==> config.mk <==
export PLATFORM = sky130hd
export DESIGN_NAME = pipeline_hazard_ctrl
export DESIGN_NICKNAME = d
export VERILOG_FILES = /design/src/rtl/pipe_ctrl_pkg.sv /design/src/rtl/pipeline_hazard_ctrl_hazard_detect.sv /design/src/rtl/pipeline_hazard_ctrl.sv
export SDC_FILE = /design/constraint.sdc
export NUM_CORES = 1
export LEC_CHECK = 0
export BUFFER_PORTS_ARGS = -buffer_cell sky130_fd_sc_hd__buf_2
export CORE_MARGIN = 5
export CORE_UTILIZATION = 45
export DETAILED_ROUTE_END_ITERATION = 6
export PLACE_DENSITY = 0.76
export RECOVER_POWER = 25
export SLEW_MARGIN = 5
export SYNTH_ARGS = -nofsm -noshare
export SYNTH_HDL_FRONTEND = slang
export SYNTH_HIERARCHICAL = 1
export SYNTH_SLANG_ARGS = --single-unit
export TNS_END_PERCENT = 100
==> constraint.sdc <==
create_clock -name clk -period 2.6 [get_ports clk]
set_input_delay 0.52 -clock clk [delete_from_list [all_inputs] [get_ports clk]]
set_output_delay 0.52 -clock clk [all_outputs]
set_load 0.005 [all_outputs]
==> src/rtl/pipe_ctrl_pkg.sv <==
// Shared definitions for the pipeline hazard/stall controller: FSM state
// encoding and the NOP instruction word loaded into IF/ID on a flush.
package pipe_ctrl_pkg;

    typedef enum logic [1:0] {
        RUN      = 2'd0,
        MEM_WAIT = 2'd1,
        HALT     = 2'd2,
        STEP     = 2'd3
    } state_t;

    localparam logic [31:0] NOP_INSTR = 32'h0000_0000;

endpackage

==> src/rtl/pipeline_hazard_ctrl_hazard_detect.sv <==
// Combinational load-use detector: EX-stage load whose destination feeds
// a source operand of the instruction currently in ID.
module hazard_detect #(
    parameter int unsigned REG_W = 5
) (
    input  logic [REG_W-1:0] id_rs,
    input  logic [REG_W-1:0] id_rt,
    input  logic             id_uses_rs,
    input  logic             id_uses_rt,
    input  logic             ex_mem_read,
    input  logic [REG_W-1:0] ex_rd,
    output logic             load_use
);

    logic rs_hit;
    logic rt_hit;

    always_comb begin
        rs_hit   = id_uses_rs && (id_rs == ex_rd);
        rt_hit   = id_uses_rt && (id_rt == ex_rd);
        // Register 0 is hardwired, so a load targeting it never creates a dependency.
        load_use = ex_mem_read && (ex_rd != '0) && (rs_hit || rt_hit);
    end

endmodule

==> src/rtl/pipeline_hazard_ctrl.sv <==
// Stall/flush/freeze sequencer for the 5-stage pipeline (load-use, branch
// flush, data-memory wait with timeout, debug halt/step).
// Optional macro PIPE_CTRL_PERF_EN adds saturating performance counters.
module pipeline_hazard_ctrl
    import pipe_ctrl_pkg::*;
#(
    parameter int unsigned REG_W       = 5,
    parameter int unsigned MEM_TIMEOUT = 255
) (
    input  logic             clk,
    input  logic             rst_n,
    input  logic [REG_W-1:0] id_rs,
    input  logic [REG_W-1:0] id_rt,
    input  logic             id_uses_rs,
    input  logic             id_uses_rt,
    input  logic             id_branch_taken,
    input  logic             ex_mem_read,
    input  logic [REG_W-1:0] ex_rd,
    input  logic             mem_req,
    input  logic             dmem_ready,
    input  logic             dbg_halt,
    input  logic             dbg_step,
    output logic             cpu_en,
    output logic             pc_write,
    output logic             ifid_hold,
    output logic             ifid_flush,
    output logic             idex_bubble,
    output logic             halted,
`ifdef PIPE_CTRL_PERF_EN
    output logic [31:0]      perf_stall_cnt,
    output logic [31:0]      perf_flush_cnt,
    output logic [31:0]      perf_freeze_cnt,
`endif
    output logic             bus_err
);

    localparam int unsigned CNT_W = $clog2(MEM_TIMEOUT + 1);

    state_t           state, state_nx;
    logic [CNT_W-1:0] wait_cnt, wait_cnt_nx;
    logic             bus_err_nx;
    logic             load_use;
    logic             advance;

    hazard_detect #(.REG_W(REG_W)) u_hazard_detect (
        .id_rs       (id_rs),
        .id_rt       (id_rt),
        .id_uses_rs  (id_uses_rs),
        .id_uses_rt  (id_uses_rt),
        .ex_mem_read (ex_mem_read),
        .ex_rd       (ex_rd),
        .load_use    (load_use)
    );

    always_ff @(posedge clk or negedge rst_n) begin
        if (!rst_n) begin
            state    <= RUN;
            wait_cnt <= '0;
            bus_err  <= 1'b0;
        end else begin
            state    <= state_nx;
            wait_cnt <= wait_cnt_nx;
            bus_err  <= bus_err_nx;
        end
    end

    always_comb begin
        state_nx    = state;
        wait_cnt_nx = wait_cnt;
        bus_err_nx  = bus_err;
        advance     = 1'b0;
        cpu_en      = 1'b0;
        pc_write    = 1'b0;
        ifid_hold   = 1'b0;
        ifid_flush  = 1'b0;
        idex_bubble = 1'b0;
        halted      = 1'b0;

        unique case (state)
            RUN, STEP: begin
                // The freezing cycle itself counts toward the timeout budget.
                if (mem_req && !dmem_ready) begin
                    state_nx    = MEM_WAIT;
                    wait_cnt_nx = CNT_W'(1);
                end else begin
                    advance = 1'b1;
                    if (state == STEP || dbg_halt) state_nx = HALT;
                end
            end
            MEM_WAIT: begin
                if (dmem_ready) begin
                    advance     = 1'b1;
                    state_nx    = RUN;
                    wait_cnt_nx = '0;
                end else if (wait_cnt == CNT_W'(MEM_TIMEOUT)) begin
                    bus_err_nx  = 1'b1;
                    state_nx    = RUN;
                    wait_cnt_nx = '0;
                end else begin
                    wait_cnt_nx = wait_cnt + CNT_W'(1);
                end
            end
            HALT: begin
                halted = 1'b1;
                if (dbg_step)       state_nx = STEP;
                else if (!dbg_halt) state_nx = RUN;
            end
            default: state_nx = RUN;
        endcase

        // Load-use stall outranks the branch flush; the branch re-resolves next cycle.
        if (advance) begin
            cpu_en = 1'b1;
            if (load_use) begin
                ifid_hold   = 1'b1;
                idex_bubble = 1'b1;
            end else begin
                pc_write   = 1'b1;
                ifid_flush = id_branch_taken;
            end
        end

        if (!rst_n) begin
            cpu_en      = 1'b0;
            pc_write    = 1'b0;
            ifid_hold   = 1'b0;
            ifid_flush  = 1'b0;
            idex_bubble = 1'b0;
            halted      = 1'b0;
        end
    end

`ifdef PIPE_CTRL_PERF_EN
    always_ff @(posedge clk or negedge rst_n) begin
        if (!rst_n) begin
            perf_stall_cnt  <= '0;
            perf_flush_cnt  <= '0;
            perf_freeze_cnt <= '0;
        end else begin
            if (idex_bubble && perf_stall_cnt != '1)  perf_stall_cnt  <= perf_stall_cnt + 32'd1;
            if (ifid_flush && perf_flush_cnt != '1)   perf_flush_cnt  <= perf_flush_cnt + 32'd1;
            if (!cpu_en && perf_freeze_cnt != '1)     perf_freeze_cnt <= perf_freeze_cnt + 32'd1;
        end
    end
`endif

endmodule

==> summary.txt <==
Routing
  • DR iter-0 viols: 7
  • Detail-routed net length per standard cell: 13.5 um
  • Detailed Route WL: 2070 um
  • Via count: 813
  • Post-route DRC: 0
  • DR vias/cell: 5.31
  • DRT Pass-1 Iters: 4
  • DRT antenna net count: 0

Cells and area
  • Filler Cells Inserted: 158
  • Antenna Cells: 0
  • Share of layout cells above drive strength 1: 33.6%
  • Fin cells: 153
  • Nets: 158
  • Area Growth Syn to Fin: 22.1%

Logic synthesis
  • Dominant register cell in the synthesized netlist: dfrtp_1
  • #FFs+latches synth: 11
  • Post-synth EDFFs: 0
  • Seq/Total Area, Yosys: 31.8%
  • Cell variety after synth: 37
  • Most common cell in the netlist: dfrtp_1
  • Post-Syn Instances: 96
  • Synth cell count leaders: dfrtp_1 (11), o21ai_0 (8), xor2_1 (8)
  • Post-synth top area cell: dfrtp_1
  • Syn_area_per_cell: 9.01 um2
  • Synth top area share: 31.8%
  • Mapped Area: 865 um2
  • Syn nets: 125
  • Synth top area cells: dfrtp_1 (32%), xor2_1 (8.1%), ha_1 (5.8%), xnor2_1 (5.1%), o21ai_0 (4.6%)
  • Synth warnings: 6
  • Ys async rst share: 100%

Global routing
  • GRT Total Usage: 16.5%
  • Largest net degree at the start of global routing: 14
  • Gr ovfl total: 0
  • Initial antenna violation count: 0
  • First-pass GRT wire length: 3440 um
  • Vias in the first global route: 812

Clock network
  • Htree depth: 1
  • TritonCTS clock tree: done
  • Cts hold-fix bufs: 0
  • Root Buffer: clkbuf_4
  • Setup Fix Bufs, Post-CTS: 0
  • CTS sink count: 11
  • Clock buffer depth: 2
  • PostCTS Resize Cnt: 0
  • Skew-Pair Late Insertion Delay: 0.27 ns
  • Inserted Clock Buffers: 3
  • CTS clk-pin slew, worst paths: 0.07 ns

Setup path
  • Levels on crit path: 7
  • Worst path cell trace: inv_1, ha_2, inv_1, o21ai_0, nand3b_1, nor3b_1, buf_2
  • CP endpoint kind: output pin
  • Delay-heaviest family, CP: flip-flops
  • Startpoint types: flip-flop
  • Slowest stage delay, CP: 0.39 ns
  • R2r worst-path depth: 5
  • WP buf/inv: 3
  • Critical-path top delay cell: dfrtp_1
  • Req. time, crit path: 2.08 ns
  • Crit Path Max Fanout: 9
  • Worst EP arrival: 1.84 ns
  • WS Path Type: flip-flop to output pin
  • Most used cell, CP: inv_1

Pwr
  • Leakage: 0.504 nW
  • Power Dens Cells: 671 nW/um2
  • Sequential Power Share: 31.4%
  • Maximum vdd drop: 587 uV
  • Switching power: 0.289 mW
  • Sw Ratio: 40.7%
  • Int Power: 0.420 mW
  • Final Power: 0.708 mW
  • Combinational Power Share: 52.7%
  • Power share of the clock group: 15.9%

Place
  • Number of port buffers: 31
  • DP HPWL: 1670 um
  • GP Congestion: 0.798
  • Cells after DPL: 149

Die
  • I/O pin count: 32
  • Initial Util: 48.5%
  • Die Area: 2900 um2
  • Die height: 53.8 um
  • Die Span X: 53.8 um
  • # rows: 15
  • Core box area: 1780 um2

STA
  • Final period utilization: 90.6%
  • RSZ-0062 raised after global routing: no
  • Clk_skew: 0.00528 ns
  • Slew Limit Fails: 0
  • Final worst path period need: 2.36 ns
  • Max Fclk: 425 MHz
  • Max-slew headroom at the worst pin: 74.2%
  • Setup Viol. Count Final: 0
  • Worst-Margin Slew: 0.377 ns
  • Post-route setup TNS: 0 ns
  • Hold Fails Final Rpt: 0

Outcome
  • Outcome: finished clean

Worst hold path
  • Hold WC Path Type: input pin to async pin

Job
  • # Max-Cap Violations: 0
metal layers:
| metal | routed length, um | part of all wire [%] | GRT usage [%] |
|---|---|---|---|
| met5 | 0 | 0 | 0 |
| met4 | 8 | 0.39 | 4.26 |
| met3 | 131 | 6.3 | 4.16 |
| met2 | 1050 | 51 | 31.3 |
| met1 | 881 | 43 | 17.8 |
sequential cells by signal, summed over array words and instances (netlist names):
signal / cells
wait_cnt: 8
state: 2
bus_err: 1
worst reg2reg max path: cells and delay by family, from the launching register on:
family	cells	cell delay, ns
compound gates	2	0.42
fa+ha+maj	1	0.31
flops	1	0.41
mux	1	0.33
simple gates	1	0.15
power groups by stage:
stage	clock network [mW]	registers (mW)	logic, mW
floorplan	0	0.218	0.266
global placement	0	0.222	0.353
detailed placement	0	0.225	0.365
CTS	0.116	0.222	0.367
global route	0.129	0.226	0.419
finish	0.113	0.222	0.374
area by class of cell:
cell class | count | area [um2] | share of cell area (%)
Multi-Input combinational cell | 78 | 553 | 52.4
Sequential cell | 11 | 275 | 26.1
Timing Repair Buffer | 31 | 155 | 14.7
Tap cell | 25 | 31.3 | 2.96
Clock buffer | 4 | 26.3 | 2.49
Inverter | 4 | 15.0 | 1.42
cells in the final DEF, fill, tap and decap left out, types with 2 or more instances in the layout:
| cell type | Yosys | final |
|---|---|---|
| a21o_1 | 2 | 2 |
| o21ai_0 | 8 | 8 |
| inv_1 | 4 | 4 |
| nand3_1 | 6 | 6 |
| nand2b_1 | 3 | 3 |
| a21oi_1 | 5 | 5 |
| xnor2_1 | 5 | 5 |
| nor2_1 | 6 | 6 |
| clkbuf_4 | 0 | 3 |
| nand2_1 | 6 | 6 |
| ha_1 | 4 | 3 |
| dfrtp_1 | 11 | 11 |
| nand3b_1 | 2 | 2 |
| and2_1 | 2 | 2 |
| a211oi_1 | 2 | 2 |
| xor2_1 | 8 | 8 |
| buf_2 | 1 | 31 |
cells by family after synthesis:
kind of cell	share of synthesized area, %
AO/OA/AOI/OAI	19.0
buffers and inverters	4.49
flip-flops	31.8
adder cells (fa/ha/maj)	5.79
XOR/XNOR	13.2
multiplexers	1.74
AND/OR/NAND/NOR	24.0
stage by stage:
step	area, um2	worst slack, ns	util [%]	hold WS [ns]
finish	1060	0.245	59.2	0.118
floorplan	865	0.558	-	0.224
detailed placement	1030	0.309	57.6	0.413
CTS	1050	0.186	59.1	0.123
global placement	1030	0.416	57.6	0.411
global route	1060	0.0300	59.2	0.124
path summary, 6_finish.rpt:
path	to	startpoint	slack (ns)
min in group clk	bus_err	bus_err	0.46
max in group asynchronous	wait_cnt[0]	rst_n	2.26
worst min register to register	bus_err	bus_err	0.46
worst max-delay path	ifid_flush	state[0]	0.24
worst min-delay path	wait_cnt[3]	rst_n	0.12
worst max register to register	state[0]	wait_cnt[0]	0.87
(Power assumes the default switching activity.)
